<file path="src/rtl/smu_pkg.sv">
// smu_pkg: shared AHB constants, channel FSM states, request/response
// structs and the byte-lane decode used by the multi-port SRAM controller.
package smu_pkg;

  localparam logic [1:0] HTRANS_IDLE   = 2'b00;
  localparam logic [1:0] HTRANS_BUSY   = 2'b01;
  localparam logic [1:0] HTRANS_NONSEQ = 2'b10;
  localparam logic [1:0] HTRANS_SEQ    = 2'b11;

  localparam logic [1:0] HRESP_OKAY  = 2'b00;
  localparam logic [1:0] HRESP_ERROR = 2'b01;

  typedef enum logic [2:0] {
    ST_IDLE,
    ST_RD_DATA,
    ST_RD_WAIT,
    ST_WR_DATA,
    ST_ERR1,
    ST_ERR2
  } smu_state_e;

  typedef struct packed {
    logic        sel;
    logic [31:0] addr;
    logic [1:0]  trans;
    logic        write;
    logic [2:0]  size;
    logic [3:0]  prot;
    logic [31:0] wdata;
  } ahb_req_t;

  typedef struct packed {
    logic [31:0] rdata;
    logic        ready;
    logic [1:0]  resp;
  } ahb_rsp_t;

  // NONSEQ/SEQ carry a transfer; IDLE/BUSY do not
  function automatic logic trans_active(input logic [1:0] trans);
    case (trans)
      HTRANS_IDLE, HTRANS_BUSY:  trans_active = 1'b0;
      HTRANS_NONSEQ, HTRANS_SEQ: trans_active = 1'b1;
      default:                   trans_active = 1'b0;
    endcase
  endfunction

  // little-endian byte lanes touched by a transfer
  function automatic logic [3:0] lane_decode(input logic [2:0] size, input logic [1:0] a);
    case (size)
      3'd0:    lane_decode = 4'b0001 << a;
      3'd1:    lane_decode = a[1] ? 4'b1100 : 4'b0011;
      3'd2:    lane_decode = 4'b1111;
      default: lane_decode = 4'b0000;
    endcase
  endfunction

  // oversize or misaligned transfer
  function automatic logic align_err(input logic [2:0] size, input logic [1:0] a);
    align_err = (size > 3'd2) ||
                ((size == 3'd1) && a[0]) ||
                ((size == 3'd2) && (a != 2'b00));
  endfunction

endpackage

</file>
<file path="src/rtl/smu_sram_chan.sv">
// smu_sram_chan: one AHB-Lite slave channel driving one single-port SRAM
// bank, with a posted-write buffer and read-after-write byte merge.
// Optional macro SMU_PROT_EN: user writes to the low 256 words error out.
module smu_sram_chan
  import smu_pkg::*;
#(
  parameter int BANK_AW = 13,
  parameter int RD_WAIT = 0
) (
  input  logic               clk,
  input  logic               rst_n,
  input  ahb_req_t           req,
  output ahb_rsp_t           rsp,
  output logic               cen,
  output logic [3:0]         wen,
  output logic [BANK_AW-1:0] addr,
  output logic [31:0]        wdata,
  input  logic [31:0]        rdata,
  output logic               idle
);

  smu_state_e         state;
  logic [1:0]         wcnt;
  logic [BANK_AW-1:0] wr_addr, buf_addr;
  logic [3:0]         wr_lanes, buf_lanes, mrg_lanes;
  logic [31:0]        buf_data, mrg_data, rd_q, rd_mrg;
  logic               buf_valid, mrg_en;

  logic               ready, accept, bad, rd_issue, wr_acc, direct, hit;
  logic [BANK_AW-1:0] waddr;
  logic [3:0]         lanes;
  logic               unused;

  assign waddr  = req.addr[BANK_AW+1:2];
  assign lanes  = lane_decode(req.size, req.addr[1:0]);
  assign unused = ^{req.prot, req.addr[31:BANK_AW+2]};

  // hready as a decode of the channel state
  always_comb begin
    case (state)
      ST_RD_DATA: ready = (RD_WAIT == 0);
      ST_RD_WAIT: ready = (wcnt == 2'(RD_WAIT));
      ST_ERR1:    ready = 1'b0;
      default:    ready = 1'b1;
    endcase
  end

  // transfers that must be answered with ERROR instead of touching the bank
  always_comb begin
    bad = align_err(req.size, req.addr[1:0]);
`ifdef SMU_PROT_EN
    if (req.write && !req.prot[1] && ((waddr >> 8) == '0)) bad = 1'b1;
`endif
  end

  // rst_n gating keeps the SRAM quiet while reset is held
  assign accept   = rst_n && req.sel && trans_active(req.trans) && ready;
  assign rd_issue = accept && !req.write && !bad;
  assign wr_acc   = accept && req.write && !bad;
  // back-to-back writes: the in-flight data goes straight to the bank so the
  // buffer never holds a word when the next write data phase starts
  assign direct   = (state == ST_WR_DATA) && wr_acc;
  assign hit      = ((state == ST_WR_DATA) && (waddr == wr_addr)) ||
                    (buf_valid && (waddr == buf_addr));

  // SRAM port: reads win, then direct writes, then buffer drain
  always_comb begin
    cen   = 1'b1;
    wen   = 4'hF;
    addr  = '0;
    wdata = '0;
    if (rd_issue) begin
      cen  = 1'b0;
      addr = waddr;
    end else if (direct) begin
      cen   = 1'b0;
      wen   = ~wr_lanes;
      addr  = wr_addr;
      wdata = req.wdata;
    end else if (buf_valid) begin
      cen   = 1'b0;
      wen   = ~buf_lanes;
      addr  = buf_addr;
      wdata = buf_data;
    end
  end

  // overlay buffered lanes on the SRAM word
  always_comb begin
    rd_mrg = rdata;
    for (int i = 0; i < 4; i++)
      if (mrg_en && mrg_lanes[i]) rd_mrg[i*8 +: 8] = mrg_data[i*8 +: 8];
  end

  // AHB response and idle flag
  always_comb begin
    rsp.rdata = (state == ST_RD_DATA) ? rd_mrg : rd_q;
    rsp.ready = ready;
    rsp.resp  = ((state == ST_ERR1) || (state == ST_ERR2)) ? HRESP_ERROR : HRESP_OKAY;
    idle      = (state == ST_IDLE) && !buf_valid && !accept;
  end

  // channel FSM; a completing cycle may accept the next address phase
  always_ff @(posedge clk or negedge rst_n) begin
    if (!rst_n) begin
      state <= ST_IDLE;
      wcnt  <= '0;
    end else if (ready) begin
      wcnt <= '0;
      if (!accept)        state <= ST_IDLE;
      else if (bad)       state <= ST_ERR1;
      else if (req.write) state <= ST_WR_DATA;
      else                state <= ST_RD_DATA;
    end else begin
      case (state)
        ST_RD_DATA: begin
          state <= ST_RD_WAIT;
          wcnt  <= 2'd1;
        end
        ST_RD_WAIT: wcnt  <= wcnt + 2'd1;
        ST_ERR1:    state <= ST_ERR2;
        default:    state <= ST_IDLE;
      endcase
    end
  end

  // write latch, posted buffer, merge snapshot and read capture
  always_ff @(posedge clk or negedge rst_n) begin
    if (!rst_n) begin
      wr_addr   <= '0;
      wr_lanes  <= '0;
      buf_valid <= 1'b0;
      buf_addr  <= '0;
      buf_lanes <= '0;
      buf_data  <= '0;
      mrg_en    <= 1'b0;
      mrg_lanes <= '0;
      mrg_data  <= '0;
      rd_q      <= '0;
    end else begin
      if (wr_acc) begin
        wr_addr  <= waddr;
        wr_lanes <= lanes;
      end
      if ((state == ST_WR_DATA) && !direct) begin
        buf_valid <= 1'b1;
        buf_addr  <= wr_addr;
        buf_lanes <= wr_lanes;
        buf_data  <= req.wdata;
      end else if (buf_valid && !rd_issue) begin
        buf_valid <= 1'b0;
      end
      if (rd_issue) begin
        mrg_en    <= hit;
        mrg_lanes <= (state == ST_WR_DATA) ? wr_lanes : buf_lanes;
        mrg_data  <= (state == ST_WR_DATA) ? req.wdata : buf_data;
      end
      if (state == ST_RD_DATA) rd_q <= rd_mrg;
    end
  end

endmodule

</file>
<file path="src/rtl/smu_mp_sram_ctrl.sv">
// smu_mp_sram_ctrl: NUM_PORTS independent AHB-Lite channels, each owning
// one 32-bit single-port SRAM bank. Optional macro SMU_PROT_EN (see
// smu_sram_chan) adds write protection of the low 1 KB of each bank.
module smu_mp_sram_ctrl
  import smu_pkg::*;
#(
  parameter int NUM_PORTS = 4,
  parameter int BANK_AW   = 13,
  parameter int RD_WAIT   = 0
) (
  input  logic                         pmu_smc_hclk,
  input  logic                         pmu_smc_hrst_b,
  input  logic [NUM_PORTS-1:0]         hmain0_smu_hsel,
  input  logic [NUM_PORTS*32-1:0]      hmain0_smu_haddr,
  input  logic [NUM_PORTS*2-1:0]       hmain0_smu_htrans,
  input  logic [NUM_PORTS-1:0]         hmain0_smu_hwrite,
  input  logic [NUM_PORTS*3-1:0]       hmain0_smu_hsize,
  input  logic [NUM_PORTS*4-1:0]       hmain0_smu_hprot,
  input  logic [NUM_PORTS*32-1:0]      hmain0_smu_hwdata,
  output logic [NUM_PORTS*32-1:0]      smu_hmain0_hrdata,
  output logic [NUM_PORTS-1:0]         smu_hmain0_hready,
  output logic [NUM_PORTS*2-1:0]       smu_hmain0_hresp,
  output logic [NUM_PORTS-1:0]         smu_sram_cen,
  output logic [NUM_PORTS*4-1:0]       smu_sram_wen,
  output logic [NUM_PORTS*BANK_AW-1:0] smu_sram_addr,
  output logic [NUM_PORTS*32-1:0]      smu_sram_wdata,
  input  logic [NUM_PORTS*32-1:0]      sram_smu_rdata,
  output logic [NUM_PORTS-1:0]         smu_idle
);

  for (genvar p = 0; p < NUM_PORTS; p++) begin : g_chan
    ahb_req_t req;
    ahb_rsp_t rsp;

    assign req = '{sel:   hmain0_smu_hsel[p],
                   addr:  hmain0_smu_haddr[p*32 +: 32],
                   trans: hmain0_smu_htrans[p*2 +: 2],
                   write: hmain0_smu_hwrite[p],
                   size:  hmain0_smu_hsize[p*3 +: 3],
                   prot:  hmain0_smu_hprot[p*4 +: 4],
                   wdata: hmain0_smu_hwdata[p*32 +: 32]};

    assign smu_hmain0_hrdata[p*32 +: 32] = rsp.rdata;
    assign smu_hmain0_hready[p]          = rsp.ready;
    assign smu_hmain0_hresp[p*2 +: 2]    = rsp.resp;

    smu_sram_chan #(
      .BANK_AW (BANK_AW),
      .RD_WAIT (RD_WAIT)
    ) u_chan (
      .clk   (pmu_smc_hclk),
      .rst_n (pmu_smc_hrst_b),
      .req   (req),
      .rsp   (rsp),
      .cen   (smu_sram_cen[p]),
      .wen   (smu_sram_wen[p*4 +: 4]),
      .addr  (smu_sram_addr[p*BANK_AW +: BANK_AW]),
      .wdata (smu_sram_wdata[p*32 +: 32]),
      .rdata (sram_smu_rdata[p*32 +: 32]),
      .idle  (smu_idle[p])
    );
  end

endmodule

</file>
<file path="config.mk">
export PLATFORM = sky130hd
export DESIGN_NAME = smu_mp_sram_ctrl
export DESIGN_NICKNAME = d
export VERILOG_FILES = /design/src/rtl/smu_pkg.sv /design/src/rtl/smu_sram_chan.sv /design/src/rtl/smu_mp_sram_ctrl.sv
export SDC_FILE = /design/constraint.sdc
export NUM_CORES = 1
export LEC_CHECK = 0
export CORE_AREA = 8 8 294 296
export CTS_BUF_LIST = sky130_fd_sc_hd__clkbuf_8
export DETAILED_ROUTE_END_ITERATION = 12
export DIE_AREA = 0 0 302 304
export PLACE_DENSITY_LB_ADDON = 0.05
export SLEW_MARGIN = 20
export SYNTH_ARGS = -nofsm -noshare
export SYNTH_HDL_FRONTEND = slang
export SYNTH_SLANG_ARGS = --single-unit
</file>
<file path="constraint.sdc">
create_clock -name pmu_smc_hclk -period 3.4 [get_ports pmu_smc_hclk]
set_clock_uncertainty 0.1 [all_clocks]
set_input_delay 0.68 -clock pmu_smc_hclk [delete_from_list [all_inputs] [get_ports pmu_smc_hclk]]
set_output_delay 0.68 -clock pmu_smc_hclk [all_outputs]
set_load 0.02 [all_outputs]
</file>
=== Yosys cells after proc, flatten, opt, wreduce, memory -nomap -nowiden ===
Index checks and enable logic that the tools add are counted.

* Register bits after elaboration: 564
* Latch bits: 0
* Memory bits (writable): 0
* Memory bits (read-only): 0
* Input bits: 430
* Output and inout port bits: 344
* Memories: 0

* Add/sub/neg operators: 4
* $mul: 0
* Div/mod/pow operators: 0
* $lt $le $gt $ge: 4
* Equality and inequality tests: 52
* Shift operators: 4
* Muxes and demuxes: 132
* Bitwise logic cells: 8
* Reduce and logical (&&, ||, !) cells: 156

{| class="wikitable"
|+ Operators by type and width
! cell !! count
|-
| 32-bit 2-to-1 mux || 20
|-
| 13-bit 2-to-1 mux || 12
|-
| 8-bit 2-to-1 mux || 16
|-
| 13-bit == test || 8
|-
| 1-bit logical AND || 80
|-
| 4-bit 2-to-1 mux || 20
|-
| 4-bit case mux with 3 select lines || 4
|-
| 3-bit by 2-bit == test with 1-bit output, second input constant || 12
|-
| 3-bit 2-to-1 mux || 12
|-
| 3-bit case mux with 3 select lines || 4
|-
| 4-bit NOT || 8
|-
| 3-bit by 1-bit == test with 1-bit output, second input constant || 8
|-
| 3-bit == test, second input constant || 8
|-
| 1-bit logical NOT || 24
|-
| 3-bit logical NOT || 8
|-
| 1-bit 2-to-1 mux || 24
|-
| 2-bit == test, second input constant || 8
|-
| 2-bit logical NOT || 8
|-
| 1-bit logical OR || 16
|-
| 2-bit 2-to-1 mux || 8
|-
| 1-bit case mux with 2 select lines || 8
|-
| 2-bit case mux with 2 select lines || 4
|-
| 2-bit nonzero test || 8
|-
| 2-bit OR reduction || 8
|-
| other kinds (6) || 24
|}

=== Longest topological paths before layout ===
* Depth after elaboration: 11
* Depth in mapped cells: 10
* Gate-level depth less buffers: 7

=== Hierarchy ===
From an unflattened synthesis, not the netlist that was laid out.

* Cell total of the unflattened synthesis: 3041
* Area, all modules: 29529.6 µm²

{| class="wikitable"
|+ Modules (own cells, without submodules)
! module !! times used !! cells each !! area each (µm²) !! seq. area each (µm²)
|-
| smu_sram_chan (g_chan[0].u_chan ...) || 3 || 760 || 7440.9 || 3528.4
|-
| smu_sram_chan (g_chan[3].u_chan) || 1 || 761 || 7206.9 || 3528.4
|}

=== Worst setup path before layout ===
No wires, ideal clock.

* Kind: input port to output port
* From: input port hmain0_smu_hsize[0]
* To: output port smu_sram_wdata[0]
* Arrival time: 2.350 ns
* Setup slack: 0.270 ns
* Stages on the path: 6
* Path buffers: 1
* Cells stage by stage: or3_1 > a21o_1 > nor3_2 > clkbuf_1 > nand2_1 > a21oi_1

* Cells in the longest elaborated chain, start to end: 9
* Elaborated cells between the ends (all ways): 13

{| class="wikitable"
|+ RTL lines
! item !! line !! RTL
|-
| start, declared || smu_mp_sram_ctrl.sv:17 || <nowiki>input logic [NUM_PORTS*3-1:0] hmain0_smu_hsize,</nowiki>
|-
| branches (longest 3 deep; another with 3-bit by 2-bit > comparator with 1-bit output) || n/a ||
|-
| 1-bit logical OR (*) || smu_pkg.sv:60 || <nowiki>((size == 3'd1) && a[0]) ||</nowiki>
|-
| 1-bit logical NOT (*) || smu_sram_chan.sv:58, smu_sram_chan.sv:59 ||
|-
| 1-bit logical AND || smu_sram_chan.sv:59 || <nowiki>assign wr_acc = accept && req.write && !bad;</nowiki>
|-
| 1-bit logical AND || smu_sram_chan.sv:62 || <nowiki>assign direct = (state == ST_WR_DATA) && wr_acc;</nowiki>
|-
| 32-bit 2-to-1 mux || smu_sram_chan.sv:75 || <nowiki>end else if (direct) begin</nowiki>
|-
| 32-bit 2-to-1 mux (*) || smu_sram_chan.sv:72 || <nowiki>if (rd_issue) begin</nowiki>
|-
| end, declared || smu_mp_sram_ctrl.sv:26 || <nowiki>output logic [NUM_PORTS*32-1:0] smu_sram_wdata,</nowiki>
|}

Mark *: on every way between the ends.

=== Worst setup path in the final report ===
* From: register g_chan[3].u_chan.wcnt[0]
* To: output port smu_sram_addr[40]

* Cells in the longest elaborated chain, start to end: 8
* Elaborated cells between the ends (all ways): 10

{| class="wikitable"
|+ RTL lines
! item !! line !! RTL
|-
| start, declared || smu_sram_chan.sv:23 || <nowiki>logic [1:0] wcnt;</nowiki>
|-
| start signal, assigned || smu_sram_chan.sv:120 || <nowiki>ST_RD_WAIT: wcnt <= wcnt + 2'd1;</nowiki>
|-
| 2-bit logical NOT (*) || smu_sram_chan.sv:42 || <nowiki>ST_RD_WAIT: ready = (wcnt == 2'(RD_WAIT));</nowiki>
|-
| 1-bit case mux with 2 select lines (*) || smu_sram_chan.sv:40 || <nowiki>case (state)</nowiki>
|-
| 1-bit logical AND (*) || smu_sram_chan.sv:57 || <nowiki>assign accept = rst_n && req.sel && trans_active(req.trans) && ready;</nowiki>
|-
| 1-bit logical AND (2 in series) || smu_sram_chan.sv:59 ||
|-
| 1-bit logical AND || smu_sram_chan.sv:62 ||
|-
| 13-bit 2-to-1 mux || smu_sram_chan.sv:75 ||
|-
| 13-bit 2-to-1 mux (*) || smu_sram_chan.sv:72 ||
|-
| end, declared || smu_mp_sram_ctrl.sv:25 || <nowiki>output logic [NUM_PORTS*BANK_AW-1:0] smu_sram_addr,</nowiki>
|}

Every way passes the cells marked *; elsewhere a longest branch is shown, timed or not.

==> qor.csv <==
stage,metric,value,unit
timing,setup_ws,-0.313,ns
pwr,seqPwrFrac,0.389,
floorplanning,core.rowCount,105,
clocking,cts-root-buf,clkbuf_8,
setup_path,r2r_cells,11,
pwr,finalPower,25.4,mW
floorplanning,chipHeight,304,um
placement,io_buffer_count,681,
pwr,ir_drop,0.400,mV
synth,synth_edf_count,0,
timing,grt_setup_unrepaired,yes,
clocking,clock_sinks,564,
drt,routed_wl,117000,um
timing,hold_viol,0,
timing,fin_tns_setup,-16.34,ns
clocking,clock_path_buffers,3,
finish,area_growth,49.1,%
clocking,cts_buffers,103,
drt,final_antenna_net_count,0,
floorplanning,core,0.0816,sq mm
drt,vias,26100,
setup_path,crit_end,smu_sram_addr[40],
finish,multi_input_area,0.0142,sq mm
global_routing,grt_pass1_wl,173000,um
timing,tightest_slew,0.971,ns
run,drv_cap,0,
synth,yosysTopAreaCell,dfrtp_1,
setup_path,path_buf_inv,4,
global_routing,antenna_found_initial,29,
setup_path,required,2.62,ns
setup_path,reg2reg_to,g_chan[3].u_chan.buf_data[22],
floorplanning,chipWidth,302,um
global_routing,grt-ovfl-total,0,
synth,ys_seq_area_frac,0.498,
global_routing,grt_use_total,0.242,
setup_path,crit_chain,inv_1 -> ha_2 -> or3b_4 -> a21o_4 -> buf_6 -> and4b_2 -> clkbuf_16 -> a22o_1 -> a21o_1 -> buf_12,
clocking,clock_latency,0.72,ns
placement,dp_hpwl,80000,um
synth,synth_top_cell_area_share,0.498,
pwr,leakagePower,19.3,nW
timing,slew_headroom,0.353,
worst_hold_path,hp-class,primary input to async pin,
finish,nNetsFinal,4276,
placement,gp_congestion,0.865,
finish,drive_gt1_frac,0.272,
timing,setup_viol,98,
setup_path,setup.worst_path.start,g_chan[3].u_chan.wcnt[0],
finish,fillCellCount,7437,
setup_path,reg2reg_slack,0.65,ns
clocking,htreeDepth,3,
synth,yosys_warnings,0,
pwr,power_frac_clock,0.255,
synth,synth_cell_types,61,
synth,synth_seq_cells,564,
synth,avgSynthCellArea,9.55,sq um
floorplanning,boundaryPins,774,
setup_path,critical_path_class,flip-flop to output pin,
global_routing,grt_max_degree,151,
floorplanning,dieArea,0.0918,sq mm
drt,wl_per_cell,23.4,um
global_routing,grt_pass1_vias,26800,
drt,route.detailed.drc,0,
pwr,pwr-share-comb,0.356,
clocking,cts_tree,built,
timing,fin_crit,3.71,ns
synth,mappedNetlistArea,0.0283,sq mm
setup_path,slowest_delay,0.40,ns
setup_path,crit_arrival,2.93,ns
timing,fin_crit_sh,1.09,
setup_path,cp_max_fo,6,
floorplanning,initial_core_util,0.347,
status,violations,setup timing,
pwr,p_int,15.8,mW
synth,synthArstFlopShare,1.00,
timing,slew_violations,0,
setup_path,worst_r2r_startpoint,g_chan[3].u_chan.wcnt[0],
synth,syn_inst,2969,
setup_path,startpoint_type,flip-flop,
setup_path,cpLargestDelayFamily,simple AND/OR/NAND/NOR gates,
setup_path,cp_num_cells,10,
setup_path,endpoint_kind,output pin,
status,status,"finished, violations left",
synth,synth_flop_cell,dfrtp_1,
pwr,powerDensity,602,mW/mm^2
finish,area.sequential,0.0141,sq mm
timing,max_freq,269,MHz
setup_path,slowest_stage,or3b_4,
clocking,cts.clk_slew.worst_paths,0.06,ns
pwr,switching_share,0.380,
drt,vias_per_cell,5.21,
pwr,p_sw,9.66,mW
drt,dr.first_iter.drc_count,1458,
synth,synthTopCellsByArea,"dfrtp_1 (50%), mux2_2 (7.5%), nand2_1 (7.0%)",
drt,drtPass1Iterations,7,
## state kept, by name, summed over array words and instances (netlist names), 16 cells and up
signal and count:
g_chan.u_chan.buf_data 128, g_chan.u_chan.mrg_lanes 16, g_chan.u_chan.mrg_data 128, g_chan.u_chan.rd_q 128, g_chan.u_chan.buf_addr 52, g_chan.u_chan.wr_addr 52, g_chan.u_chan.wr_lanes 16, g_chan.u_chan.buf_lanes 16
## power by group through the flow
stage / combinational, mW / clock (mW) / sequential (mW)
final: 9.06 / 6.48 / 9.90
after global routing: 9.80 / 6.98 / 10.1
after global placement: 9.30 / 0 / 9.89
after detailed placement: 9.41 / 0 / 9.97
after CTS: 9.05 / 6.68 / 9.89
after floorplan: 5.15 / 0 / 9.52
## cell families (layout without fill, tap and decap cells)
logic type / after synthesis / count (layout) / synth area share
simple gates: 1013 / 1013 / 0.149
flops: 564 / 564 / 0.498
other cells: 1 / 22 / 0.000132
mux: 339 / 339 / 0.130
xor+xnor: 104 / 104 / 0.0321
buf+inv: 287 / 1238 / 0.0454
compound gates: 657 / 657 / 0.144
fa+ha+maj: 4 / 4 / 0.00177
## worst min-delay path by stage
stage / start / to / slack [ns] / cells past startpoint
final: pmu_smc_hrst_b / g_chan[0].u_chan.buf_data[30] / 0.09 / 2
after global routing: pmu_smc_hrst_b / g_chan[3].u_chan.buf_addr[12] / 0.05 / 2
after CTS: pmu_smc_hrst_b / g_chan[0].u_chan.mrg_data[30] / 0.02 / 2
after detailed placement: g_chan[2].u_chan.wcnt[1] / g_chan[2].u_chan.wcnt[1] / 0.40 / 2
after global placement: g_chan[3].u_chan.wcnt[1] / g_chan[3].u_chan.wcnt[1] / 0.40 / 2
after floorplan: pmu_smc_hrst_b / g_chan[0].u_chan.buf_addr[0] / 0.28 / 0
## metal layers
metal  up-vias  track usage  part of all wire
met3       223       0.0715             0.076
met5         -            0            0.0013
met2       850        0.412              0.49
met1     12900        0.290              0.40
met4        24       0.0862             0.037
li1      12100            -                 -
## per-stage QoR
step | utilization | hold slack [ns] | instances | instance area, sq um | setup WS, ns
2_1_floorplan | - | 0.284 | 2972 | 28400 | 0.270
3_3_place_gp | 0.457 | 0.399 | 4672 | 37300 | -0.661
3_5_place_dp | 0.457 | 0.400 | 4672 | 37300 | -0.675
4_1_cts | 0.505 | 0.0248 | 4951 | 41200 | -0.389
5_1_grt | 0.518 | 0.0463 | 5004 | 42200 | -0.477
6_report | 0.518 | 0.0878 | 5011 | 42300 | -0.313
## final cells by class
class                   instances  share of cell area
multi-input cells            2121               0.337
flip-flops and latches        564               0.334
repair buffers                992               0.242
clock buffers                 127              0.0414
well taps                    1070              0.0317
clock inverters                59             0.00749
inverters                      60             0.00533
diodes                         18             0.00107
## placed cells by master, fill, tap and decap left out, types with 127 or more instances in the layout
cell type and instances:
clkdlybuf4s50_1 330, clkbuf_8 127, a21oi_1 177, a31oi_1 148, mux2i_1 130, nand2_1 513
dfrtp_1 558, buf_4 227, nor2_1 300, mux2_2 189, buf_6 157
## timing repair
action                                 in CTS  in global routing
gates resized for setup                  1188                232
cloned                                     20                 12
endpoints found under the hold margin      11                  0
pin swaps                                  52                 72
hold buffers                                2                  0
setup endpoints to repair                 335                255
setup buffers                              77                 42
## cells in the mapped netlist (5+ instances only)
| library cell | n |
|---|---|
| nand2_1 | 528 |
| a31oi_1 | 148 |
| clkbuf_1 | 141 |
| xor2_1 | 36 |
| o21a_1 | 6 |
| nor2_1 | 305 |
| mux2_2 | 189 |
| nor3b_1 | 6 |
| buf_4 | 24 |
| buf_2 | 41 |
| a32oi_1 | 28 |
| inv_1 | 59 |
| a22o_1 | 77 |
| buf_1 | 14 |
| nand3_1 | 80 |
| nor3_1 | 14 |
| or3_1 | 8 |
| nand4_1 | 19 |
| mux2i_1 | 130 |
| mux2_1 | 10 |
| nor4_1 | 14 |
| nor2b_1 | 6 |
| a21boi_0 | 7 |
| dfrtp_1 | 564 |
| a22oi_1 | 22 |
| xnor2_1 | 68 |
| o21ai_0 | 74 |
| a21o_1 | 31 |
| mux2_4 | 10 |
| nand2b_1 | 5 |
| a21oi_1 | 251 |
Note: power is estimated with default switching activity, not from simulation.
